$ cat src/rtl/io_port_bank_pkg.sv
// Shared definitions for the I/O port bank: default geometry, a constant
// log2 helper and the channel-slice offset helper used to address packed
// per-channel buses.
package io_port_bank_pkg;

    localparam int DATA_W_DEF = 32;
    localparam int N_CH_DEF   = 2;
    localparam int DEPTH_DEF  = 4;
    localparam int CH_W_DEF   = 3;

    // Smallest r with 2**r >= value; usable in constant expressions.
    function automatic int clog2(input int value);
        int r;
        r = 0;
        for (int i = 0; i < 31; i++) begin
            if ((1 << i) < value) begin
                r = i + 1;
            end
        end
        return r;
    endfunction

    // Low bit of channel ch inside a packed bus of width-wide lanes.
    function automatic int ch_lsb(input int ch, input int width);
        return ch * width;
    endfunction

endpackage

$ cat src/rtl/io_port_bank_fifo.sv
// io_fifo: synchronous first-word-fall-through FIFO. The head word is
// visible on dout whenever the FIFO holds data and dout is forced to zero
// when it is empty. Push into a full FIFO and pop from an empty one are
// ignored here; the parent decides whether that is an error.
module io_fifo
    import io_port_bank_pkg::*;
#(
    parameter int  DATA_W = DATA_W_DEF,
    parameter int  DEPTH  = DEPTH_DEF,
    localparam int ADDR_W = clog2(DEPTH)
) (
    input  logic              clock,
    input  logic              clear,
    input  logic              push,
    input  logic              pop,
    input  logic [DATA_W-1:0] din,
    output logic [DATA_W-1:0] dout,
    output logic              full,
    output logic              empty,
    output logic [ADDR_W:0]   count
);

    localparam logic [ADDR_W:0]   DEPTH_L  = (ADDR_W + 1)'(DEPTH);
    localparam logic [ADDR_W:0]   CNT_ZERO = (ADDR_W + 1)'(0);
    localparam logic [ADDR_W:0]   CNT_ONE  = (ADDR_W + 1)'(1);
    localparam logic [ADDR_W-1:0] PTR_ZERO = ADDR_W'(0);
    localparam logic [ADDR_W-1:0] PTR_ONE  = ADDR_W'(1);

    logic [DATA_W-1:0] mem_r [DEPTH];
    logic [ADDR_W-1:0] wr_ptr_r;
    logic [ADDR_W-1:0] rd_ptr_r;
    logic [ADDR_W:0]   count_r;
    logic              full_s;
    logic              empty_s;
    logic              push_ok_s;
    logic              pop_ok_s;

    // Full/empty come from the registered count only, so a same-cycle pop
    // never opens room for a push into a full FIFO.
    assign full_s    = (count_r == DEPTH_L);
    assign empty_s   = (count_r == CNT_ZERO);
    assign push_ok_s = push & ~full_s;
    assign pop_ok_s  = pop & ~empty_s;

    // Storage is not reset; only pointers and count define validity.
    always_ff @(posedge clock) begin
        if (push_ok_s) begin
            mem_r[wr_ptr_r] <= din;
        end
    end

    // Pointer and occupancy tracking; pointers wrap modulo DEPTH.
    always_ff @(posedge clock or negedge clear) begin
        if (!clear) begin
            wr_ptr_r <= PTR_ZERO;
            rd_ptr_r <= PTR_ZERO;
            count_r  <= CNT_ZERO;
        end else begin
            if (push_ok_s) begin
                wr_ptr_r <= wr_ptr_r + PTR_ONE;
            end
            if (pop_ok_s) begin
                rd_ptr_r <= rd_ptr_r + PTR_ONE;
            end
            case ({push_ok_s, pop_ok_s})
                2'b10:   count_r <= count_r + CNT_ONE;
                2'b01:   count_r <= count_r - CNT_ONE;
                default: count_r <= count_r;
            endcase
        end
    end

    assign dout  = empty_s ? {DATA_W{1'b0}} : mem_r[rd_ptr_r];
    assign full  = full_s;
    assign empty = empty_s;
    assign count = count_r;

endmodule

$ cat src/rtl/io_port_bank.sv
// io_port_bank: N_CH input and N_CH output channels, each backed by an
// io_fifo. External devices use valid/ready; the CPU reads the input FIFO
// selected by ch_sel through in_data and writes bus_data into the selected
// output FIFO. Misuse by the CPU (write to full, read from empty) is
// recorded in per-channel sticky flags cleared by err_clr.
module io_port_bank
    import io_port_bank_pkg::*;
#(
    parameter int DATA_W = DATA_W_DEF,
    parameter int N_CH   = N_CH_DEF,
    parameter int DEPTH  = DEPTH_DEF,
    parameter int CH_W   = CH_W_DEF
) (
    input  logic                   clock,
    input  logic                   clear,
    input  logic [DATA_W-1:0]      bus_data,
    input  logic [CH_W-1:0]        ch_sel,
    input  logic                   out_wr,
    input  logic                   in_rd,
    output logic [DATA_W-1:0]      in_data,
    input  logic [N_CH*DATA_W-1:0] ext_in_data,
    input  logic [N_CH-1:0]        ext_in_valid,
    output logic [N_CH-1:0]        ext_in_ready,
    output logic [N_CH*DATA_W-1:0] ext_out_data,
    output logic [N_CH-1:0]        ext_out_valid,
    input  logic [N_CH-1:0]        ext_out_ready,
    output logic [N_CH-1:0]        in_empty,
    output logic [N_CH-1:0]        out_full,
    output logic [N_CH-1:0]        ovf_err,
    output logic [N_CH-1:0]        udf_err,
    input  logic                   err_clr
);

    localparam int              ADDR_W   = clog2(DEPTH);
    localparam logic [ADDR_W:0] DEPTH_L  = (ADDR_W + 1)'(DEPTH);
    localparam logic [ADDR_W:0] CNT_ZERO = (ADDR_W + 1)'(0);

    logic                sel_valid_s;
    logic [N_CH-1:0]     sel_hit_s;
    logic [N_CH-1:0]     out_push_s;
    logic [N_CH-1:0]     in_pop_s;
    logic [N_CH-1:0]     in_full_s;
    logic [N_CH-1:0]     in_fifo_empty_s;
    logic [N_CH-1:0]     out_full_s;
    logic [N_CH-1:0]     out_fifo_empty_s;
    logic [N_CH-1:0]     ovf_set_s;
    logic [N_CH-1:0]     udf_set_s;
    logic [N_CH-1:0]     ovf_err_r;
    logic [N_CH-1:0]     udf_err_r;
    logic [DATA_W-1:0]   in_dout_s  [N_CH];
    logic [ADDR_W:0]     in_count_s [N_CH];
    logic [ADDR_W:0]     out_count_s[N_CH];
    logic [DATA_W-1:0]   in_data_s;

    // Out-of-range selects address nothing: no transfer, no flag.
    assign sel_valid_s = ({1'b0, ch_sel} < (CH_W + 1)'(N_CH));

    for (genvar k = 0; k < N_CH; k++) begin : g_ch
        assign sel_hit_s[k]  = sel_valid_s & (ch_sel == CH_W'(k));
        assign out_push_s[k] = out_wr & sel_hit_s[k];
        assign in_pop_s[k]   = in_rd & sel_hit_s[k];

        io_fifo #(
            .DATA_W (DATA_W),
            .DEPTH  (DEPTH)
        ) u_in_fifo (
            .clock (clock),
            .clear (clear),
            .push  (ext_in_valid[k]),
            .pop   (in_pop_s[k]),
            .din   (ext_in_data[ch_lsb(k, DATA_W) +: DATA_W]),
            .dout  (in_dout_s[k]),
            .full  (in_full_s[k]),
            .empty (in_fifo_empty_s[k]),
            .count (in_count_s[k])
        );

        io_fifo #(
            .DATA_W (DATA_W),
            .DEPTH  (DEPTH)
        ) u_out_fifo (
            .clock (clock),
            .clear (clear),
            .push  (out_push_s[k]),
            .pop   (ext_out_ready[k]),
            .din   (bus_data),
            .dout  (ext_out_data[ch_lsb(k, DATA_W) +: DATA_W]),
            .full  (out_full_s[k]),
            .empty (out_fifo_empty_s[k]),
            .count (out_count_s[k])
        );

        assign ext_in_ready[k]  = ~in_full_s[k];
        assign ext_out_valid[k] = ~out_fifo_empty_s[k];
        assign in_empty[k]      = (in_count_s[k] == CNT_ZERO);
        assign out_full[k]      = (out_count_s[k] == DEPTH_L);
    end

    // Misuse detection uses the same registered full/empty the FIFOs use.
    assign ovf_set_s = out_push_s & out_full_s;
    assign udf_set_s = in_pop_s & in_fifo_empty_s;

    // Head of the selected input FIFO; zero for empty or unselected.
    always_comb begin
        in_data_s = {DATA_W{1'b0}};
        for (int k = 0; k < N_CH; k++) begin
            if (sel_hit_s[k]) begin
                in_data_s = in_dout_s[k];
            end else begin
                in_data_s = in_data_s;
            end
        end
    end

    assign in_data = in_data_s;

    // Sticky error flags; err_clr wins over a same-cycle set.
    always_ff @(posedge clock or negedge clear) begin
        if (!clear) begin
            ovf_err_r <= {N_CH{1'b0}};
            udf_err_r <= {N_CH{1'b0}};
        end else if (err_clr) begin
            ovf_err_r <= {N_CH{1'b0}};
            udf_err_r <= {N_CH{1'b0}};
        end else begin
            ovf_err_r <= ovf_err_r | ovf_set_s;
            udf_err_r <= udf_err_r | udf_set_s;
        end
    end

    assign ovf_err = ovf_err_r;
    assign udf_err = udf_err_r;

endmodule

$ cat config.mk
export PLATFORM = sky130hd
export DESIGN_NAME = io_port_bank
export DESIGN_NICKNAME = d
export VERILOG_FILES = /design/src/rtl/io_port_bank_pkg.sv /design/src/rtl/io_port_bank_fifo.sv /design/src/rtl/io_port_bank.sv
export SDC_FILE = /design/constraint.sdc
export NUM_CORES = 1
export LEC_CHECK = 0
export BUFFER_PORTS_ARGS = -buffer_cell sky130_fd_sc_hd__buf_2
export CAP_MARGIN = 20
export CORE_AREA = 2 2 279 281
export DETAILED_ROUTE_END_ITERATION = 12
export DIE_AREA = 0 0 281 283
export MAX_ROUTING_LAYER = met4
export SYNTH_ARGS = -nofsm -noshare
export SYNTH_HDL_FRONTEND = slang
export SYNTH_SLANG_ARGS = --single-unit
export TNS_END_PERCENT = 50
$ cat constraint.sdc
create_clock -name clock -period 2.35 [get_ports clock]
set_input_delay 0.3525 -clock clock [delete_from_list [all_inputs] [get_ports clock]]
set_output_delay 0.3525 -clock clock [all_outputs]
set_load 0.01 [all_outputs]
* Word level (Yosys, flattened, before mapping)
Memories as Yosys holds them, arrays and structs flattened. Index checks and enable logic that the tools add are counted.
Word-level totals: memories 4, bits in registers 32, input bits 108, memory bits (writable) 512, word-level logic and storage cells 103
Cells by class: bitwise logic cells 26, add/sub/neg operators 16, multiplexer cells 20, reduce and logical (&&, ||, !) cells 9, order comparisons 1, eq/ne operators 13
Memories:
- g_ch[0].u_in_fifo.mem_r | words 4, width 32, read ports 1, clocked after Yosys merged registers in 0, wr ports 1, line io_port_bank_fifo.sv:29 | logic [DATA_W-1:0] mem_r [DEPTH];
- g_ch[0].u_out_fifo.mem_r | words 4, width 32, read ports 1, clocked after Yosys merged registers in 0, wr ports 1, line io_port_bank_fifo.sv:29
- g_ch[1].u_in_fifo.mem_r | words 4, width 32, read ports 1, clocked after Yosys merged registers in 0, wr ports 1, line io_port_bank_fifo.sv:29
- g_ch[1].u_out_fifo.mem_r | words 4, width 32, read ports 1, clocked after Yosys merged registers in 0, wr ports 1, line io_port_bank_fifo.sv:29
Operator list (number):
- $mux W32 | 6
- $pmux W3 S2 | 4
- $add A2 B1 Y2 const B | 8
- $logic_not A3 Y1 | 5
- $and A1 B1 Y1 | 14
- $add A3 B1 Y3 const B | 4
- $eq A3 B3 Y1 const B | 4
- $sub A3 B1 Y3 const B | 4
- $eq A2 B1 Y1 const B | 4
- $eq A2 B2 Y1 const B | 4
- $mux W1 | 8
- $not A1 Y1 | 8
- $reduce_bool A2 Y1 | 4
- $and A2 B2 Y2 | 2
- $mux W2 | 2
- $or A2 B2 Y2 | 2
- $eq A3 B1 Y1 const B | 1
- $lt A3 B2 Y1 const B | 1

* Depth between registers and ports, before layout
depth after elaboration 6, depth in mapped cells 10, depth with buffers taken out 9

* By module
A second synthesis with hierarchy kept.
Second synthesis, totals: cell total of the unflattened synthesis 1034, area total of the unflattened synthesis 21789.6 um^2
Modules (own cells, without submodules):
- io_fifo | area an instance 5292.6 um^2, times used 4, cells each 241
- io_port_bank | area an instance 619.3 um^2, times used 1, cells each 70

* Worst setup path after synthesis
No wires, ideal clock.
kind input port to flip-flop, start point input ch_sel[2], end point memory g_ch[1].u_out_fifo.mem_r[0][0] in the netlist's numbering, enable pin, setup time 392 ps, data arrival time 1772 ps, setup slack 186 ps, path buffers 1, cell stages on the path 4, required time 1958 ps, path through nor3b_2 and3b_1 buf_2 and2_1
Between the ends: longest elaborated chain between the ends 6, elaborated cells between the ends (all ways) 7, classes of those cells order compare: 1; eq/ne: 1; mux: 2; bitwise: 3
Ends and longest elaborated chain:
- start: declaration | line io_port_bank.sv:17 | input logic [CH_W-1:0] ch_sel,
- $lt A3 B2 Y1 or $eq A3 B1 Y1 (tied branches) | line io_port_bank.sv:56, io_port_bank.sv:59
- $and A1 B1 Y1 * | line io_port_bank.sv:59 | assign sel_hit_s[k] = sel_valid_s & (ch_sel == CH_W'(k));
- $and A1 B1 Y1 * | line io_port_bank.sv:60 | assign out_push_s[k] = out_wr & sel_hit_s[k];
- $and A1 B1 Y1 * | line io_port_bank_fifo.sv:42 | assign push_ok_s = push & ~full_s;
- $mux W1 * | line io_port_bank_fifo.sv:47 | if (push_ok_s) begin
- $mux W1 (not written as such) * | line io_port_bank_fifo.sv:48 | mem_r[wr_ptr_r] <= din;
- end: declaration | line io_port_bank_fifo.sv:29
Every way passes the cells marked *; elsewhere a longest branch is shown, timed or not.

* Final worst setup path
start point register g_ch[0].u_in_fifo.rd_ptr_r[0], end point output in_data[15]
Between the ends: longest elaborated chain between the ends 4
Ends and longest elaborated chain:
- start: declaration | line io_port_bank_fifo.sv:31 | logic [ADDR_W-1:0] rd_ptr_r;
- start signal: assignment | line io_port_bank_fifo.sv:63 | rd_ptr_r <= rd_ptr_r + PTR_ONE;
- $mem_v2 Z4 W32
- $mux W32 | line io_port_bank_fifo.sv:73 | assign dout = empty_s ? {DATA_W{1'b0}} : mem_r[rd_ptr_r];
- $mux W32 (2 in a row) | line io_port_bank.sv:107 | if (sel_hit_s[k]) begin
- end: declaration | line io_port_bank.sv:20 | output logic [DATA_W-1:0] in_data,
Every way passes these cells.

==> report_table.html <==
<table>
<tr><th>Metric</th><th>Value</th></tr>
<tr><th colspan="2">Outcome</th></tr>
<tr><td>Run status</td><td>finished with violations</td></tr>
<tr><td>Violations in the final reports</td><td>negative setup slack</td></tr>
<tr><th colspan="2">Yosys</th></tr>
<tr><td>Avg Synthesized Cell Area</td><td>approximately 22 um^2</td></tr>
<tr><td>Register bit total from synthesis</td><td>about 540</td></tr>
<tr><td>Leading cell type by number of instances after synthesis</td><td>sky130_fd_sc_hd__edfxtp_1</td></tr>
<tr><td>Top cells by area in the synthesized netlist</td><td>sky130_fd_sc_hd__edfxtp_1, sky130_fd_sc_hd__mux4_2, sky130_fd_sc_hd__dfrtp_1</td></tr>
<tr><td>Synth warn</td><td>0</td></tr>
<tr><td>Most common library cells after synthesis</td><td>sky130_fd_sc_hd__edfxtp_1, sky130_fd_sc_hd__mux4_2, sky130_fd_sc_hd__and2_1, sky130_fd_sc_hd__a22o_1, sky130_fd_sc_hd__dfrtp_1</td></tr>
<tr><td>Syn Inst Count</td><td>about 960</td></tr>
<tr><td>Cell Area, Synth</td><td>21260 um^2</td></tr>
<tr><td>Sequential share of the synthesized area</td><td>0.7607</td></tr>
<tr><td>Count of flip-flops with a built-in enable after synthesis</td><td>just over 500</td></tr>
<tr><td>Share of Yosys cell area claimed by the top area cell type</td><td>0.7231</td></tr>
<tr><td>Total nets after synthesis</td><td>1090</td></tr>
<tr><td>Most used DFF post-synth</td><td>sky130_fd_sc_hd__edfxtp_1</td></tr>
<tr><td>Distinct cell type count after synthesis</td><td>37</td></tr>
<tr><td>Library cell with the largest summed area after synthesis</td><td>sky130_fd_sc_hd__edfxtp_1</td></tr>
<tr><td>Share of flip-flops with an asynchronous set or reset</td><td>0.05882</td></tr>
<tr><th colspan="2">Global routing</th></tr>
<tr><td>Via count of the first global-routing pass</td><td>between 10000 and 15000</td></tr>
<tr><td>Tot GR Track Use</td><td>0.1304</td></tr>
<tr><td>Total gr overflow</td><td>0</td></tr>
<tr><td>Global-route wire length before repair</td><td>around 75 mm</td></tr>
<tr><td>Largest net degree at the start of global routing</td><td>35</td></tr>
<tr><td>Antenna violations before repair</td><td>6</td></tr>
<tr><th colspan="2">Placed design</th></tr>
<tr><td>Place WS</td><td>around 0.015 ns</td></tr>
<tr><td>Final weighted congestion in routability-driven placement</td><td>about 0.73</td></tr>
<tr><td>Post-detail-place hpwl</td><td>about 30 mm</td></tr>
<tr><td>Count of port buffers added during placement</td><td>215</td></tr>
<tr><th colspan="2">Pwr</th></tr>
<tr><td>Internal power of the cells</td><td>24070 uW</td></tr>
<tr><td>Share of total power consumed by net switching</td><td>0.2841</td></tr>
<tr><td>Fraction of power consumed by the clock network</td><td>0.288</td></tr>
<tr><td>Static leakage power</td><td>slightly below 0.01 uW</td></tr>
<tr><td>Comb power frac</td><td>0.342</td></tr>
<tr><td>Switch Pwr</td><td>between 9000 and 10000 uW</td></tr>
<tr><td>Maximum resistive drop on vdd</td><td>around 0.93 mV</td></tr>
<tr><td>Register share of total power</td><td>0.370</td></tr>
<tr><td>Power per Cell Area</td><td>between 1000 and 1500 nW/um^2</td></tr>
<tr><th colspan="2">Routing</th></tr>
<tr><td>Routed vias/inst</td><td>between 4 and 5</td></tr>
<tr><td>Total via count in the routed design</td><td>between 10000 and 15000</td></tr>
<tr><td>Number of DRC markers after the initial detailed-route iteration</td><td>761</td></tr>
<tr><td>Router iterations before antenna repair</td><td>5</td></tr>
<tr><td>Number of design rule violations left after detail routing</td><td>0</td></tr>
<tr><td>Detail Route Antenna Nets</td><td>0</td></tr>
<tr><td>Routed WL</td><td>~52 mm</td></tr>
<tr><td>WL per Instance</td><td>between 20 and 25 um</td></tr>
<tr><th colspan="2">Clock tree</th></tr>
<tr><td>Num Clock Sinks</td><td>approximately 540</td></tr>
<tr><td>Clock root buffer</td><td>sky130_fd_sc_hd__clkbuf_16</td></tr>
<tr><td>CTS Buf Count</td><td>between 50 and 60</td></tr>
<tr><td>Largest buffer count on any clock path</td><td>3</td></tr>
<tr><td>Clock-pin slew on the worst setup and hold paths</td><td>around 0.060 ns</td></tr>
<tr><td>Number of H-tree levels</td><td>2</td></tr>
<tr><td>Clock insertion delay at the later pin of the skew report</td><td>0.64 ns</td></tr>
<tr><td>Clock tree from TritonCTS</td><td>done</td></tr>
<tr><th colspan="2">Timing</th></tr>
<tr><td>Final setup skew</td><td>~0.057 ns</td></tr>
<tr><td>Max transition margin</td><td>0.4008</td></tr>
<tr><td>Portion of the clock cycle consumed by the worst path in the final layout</td><td>1.111</td></tr>
<tr><td>Number of hold-slack violations in the final timing report</td><td>0</td></tr>
<tr><td>Final max-slew violation count</td><td>0</td></tr>
<tr><td>Setup WS post-layout</td><td>-0.2603 ns</td></tr>
<tr><td>Maximum operating frequency</td><td>383.1 MHz</td></tr>
<tr><td>Worst hold margin</td><td>between 0.03 and 0.04 ns</td></tr>
<tr><td>Setup repair after global routing missed its margin</td><td>yes</td></tr>
<tr><td>Slew @ Worst Pin</td><td>~0.90 ns</td></tr>
<tr><td>Setup Viol. Count Final</td><td>96</td></tr>
<tr><td>Shortest clock period the worst path allows after layout</td><td>roughly 2.6 ns</td></tr>
<tr><th colspan="2">Critical path</th></tr>
<tr><td>Ordered cell list for the critical path</td><td>buf_6 &gt; buf_12 &gt; buf_4 &gt; mux4_2 &gt; a22o_1 &gt; buf_2</td></tr>
<tr><td>Stages on the worst setup path</td><td>6</td></tr>
<tr><td>Critical path fanouts, max</td><td>7</td></tr>
<tr><td>Critical Path Source Type</td><td>flip-flop</td></tr>
<tr><td>Crit path capture type</td><td>output pin</td></tr>
<tr><td>Category of the critical setup timing path</td><td>reg -&gt; out</td></tr>
<tr><td>Endpoint of the worst-slack reg-to-reg timing path</td><td>g_ch[1].u_in_fifo.count[2]</td></tr>
<tr><td>Arrival time of the worst setup path</td><td>between 2 and 2.5 ns</td></tr>
<tr><td>Gate family responsible for the most delay along the worst path</td><td>buffers and inverters</td></tr>
<tr><td>Crit path launch</td><td>g_ch[0].u_in_fifo.rd_ptr_r[0]</td></tr>
<tr><td>Worst reg2reg startpoint</td><td>g_ch[1].u_in_fifo.count[0]</td></tr>
<tr><td>Depth of the most critical reg-to-reg path</td><td>9</td></tr>
<tr><td>Critical path required time</td><td>roughly 2.0 ns</td></tr>
<tr><td>Count of buffer and inverter cells on the critical path</td><td>4</td></tr>
<tr><td>Highest cell delay on the worst timing path</td><td>slightly below 0.5 ns</td></tr>
<tr><td>Max stage delay cell, worst path</td><td>sky130_fd_sc_hd__mux4_2</td></tr>
<tr><td>Setup slack of the worst register-to-register path</td><td>0.14 ns</td></tr>
<tr><th colspan="2">Worst hold path</th></tr>
<tr><td>Hold path start</td><td>ext_out_ready[1]</td></tr>
<tr><td>Path type of the worst min-delay path</td><td>in -&gt; reg</td></tr>
<tr><td>Cell count of the worst hold path</td><td>3</td></tr>
<tr><td>Hold Crit Endpoint</td><td>g_ch[1].u_out_fifo.rd_ptr_r[1]</td></tr>
<tr><th colspan="2">Die</th></tr>
<tr><td>Io pins</td><td>around 220</td></tr>
<tr><td>Die area</td><td>79520 um^2</td></tr>
<tr><td>Vert. Die Dim</td><td>about 280 um</td></tr>
<tr><td>DIE WIDTH</td><td>between 200 and 300 um</td></tr>
<tr><td>Number of placement rows</td><td>about 100</td></tr>
<tr><td>Core Region</td><td>around 77000 um^2</td></tr>
<tr><td>Starting utilization of the core area</td><td>0.2772</td></tr>
<tr><th colspan="2">Layout</th></tr>
<tr><td>Area grow syn2layout</td><td>31.10%</td></tr>
<tr><td>Layout cells sized above 1</td><td>0.4036</td></tr>
<tr><td>Count of filler cells inserted in the layout</td><td>7080</td></tr>
<tr><td>NumNets Final</td><td>1485</td></tr>
<tr><th colspan="2">Run</th></tr>
<tr><td>Max-cap violations</td><td>0</td></tr>
</table>
layout by cell type (no fill, tap or decap), drive strengths merged, types with 11 or more instances in the layout:
master       count
dlygate4sd3     98
buf            284
mux4           128
xnor2           13
ha              20
bufinv          11
a22o            32
edfxtp         512
and2            77
clkinv          17
inv             29
dfrtp           32
xor2            11
clkbuf          81
metal layers:
| metal | global-route usage | vias up | share of wire |
|---|---|---|---|
| li1 | - | 4693 | - |
| met2 | 0.2084 | 354 | 0.48 |
| met1 | 0.1647 | 5724 | 0.42 |
| met4 | 0.03115 | 0 | 0.016 |
| met5 | - | - | 0 |
| met3 | 0.03538 | 76 | 0.078 |
power by group through the flow:
stage / clock (uW) / combinational [uW] / sequential, uW
2_1_floorplan: 0 / 5880 / 12500
3_3_place_gp: 0 / 9050 / 12500
3_5_place_dp: 0 / 9120 / 12600
4_1_cts: 9930 / 10600 / 12500
5_1_grt: 10300 / 12300 / 12500
6_report: 9680 / 11500 / 12400
cell families (layout without fill, tap and decap cells):
family | count (synthesis) | in the layout | share of synthesized area
muxes | 134 | 134 | 0.1413
buffers and inverters | 80 | 522 | 0.02277
DFF | 544 | 544 | 0.7607
AOI/OAI and AO/OA | 38 | 38 | 0.01483
xor gates and xnor gates | 24 | 24 | 0.009886
adders and majority gates | 24 | 24 | 0.01554
other | 0 | 7 | 0
and+or+nand+nor | 114 | 114 | 0.03495
worst max-delay path by stage:
| stage | slack, ns | to |
|---|---|---|
| global route | -0.35 | in_data[15] |
| global placement | 0.01 | g_ch[0].u_in_fifo.count[2] |
| CTS | -0.30 | in_data[1] |
| floorplan | 0.19 | g_ch[1].u_out_fifo.mem_r[0][0] |
| detailed placement | 0.01 | g_ch[0].u_in_fifo.count[2] |
| finish | -0.26 | in_data[15] |
stage by stage:
step | cell area (um^2) | util | std cells | setup TNS, ns | total power, uW
2_1_floorplan | 21260 | - | 958 | 0 | 18340
3_3_place_gp | 23910 | 0.3118 | 2206 | 0 | 21600
3_5_place_dp | 23910 | 0.3118 | 2206 | 0 | 21760
4_1_cts | 27410 | 0.3573 | 2425 | -20.83 | 33020
5_1_grt | 27870 | 0.3633 | 2444 | -22.46 | 35190
6_report | 27880 | 0.3634 | 2447 | -15.05 | 33620
area by class of cell:
type	instances	area (um^2)	share of cell area
flip-flops and latches	544	16180	0.5805
inverters	26	97.59	0.003501
repair buffers	388	3548	0.1273
well taps	1040	1301	0.04668
diodes	7	17.52	0.0006284
clock buffers	75	1558	0.05588
multi-input cells	334	4672	0.1676
clock inverters	33	500.5	0.01795
repair_timing:
action | CTS | global route
gates cloned | 6 | 6
gates resized for setup | 78 | 61
pin swaps | 0 | 28
endpoints found under the setup margin | 97 | 99
hold endpoints to repair | 533 | 0
hold buffers | 98 | 0
buffers inserted | 8 | 11
tightest hold or removal path: stages:
cell and delay (ns):
sky130_fd_sc_hd__buf_2 0.10, sky130_fd_sc_hd__nand3_1 0.08, sky130_fd_sc_hd__xnor2_1 0.06
state kept, by name, indices dropped and copies added (netlist names):
register / count
g_ch.u_in_fifo.count: 6
g_ch.u_out_fifo.count: 6
g_ch.u_out_fifo.rd_ptr_r: 4
g_ch.u_out_fifo.wr_ptr_r: 4
g_ch.u_in_fifo.wr_ptr_r: 4
g_ch.u_out_fifo.mem_r: 256
udf_err: 2
g_ch.u_in_fifo.rd_ptr_r: 4
ovf_err: 2
g_ch.u_in_fifo.mem_r: 256
No activity file was read; power rests on OpenSTA's default activity.
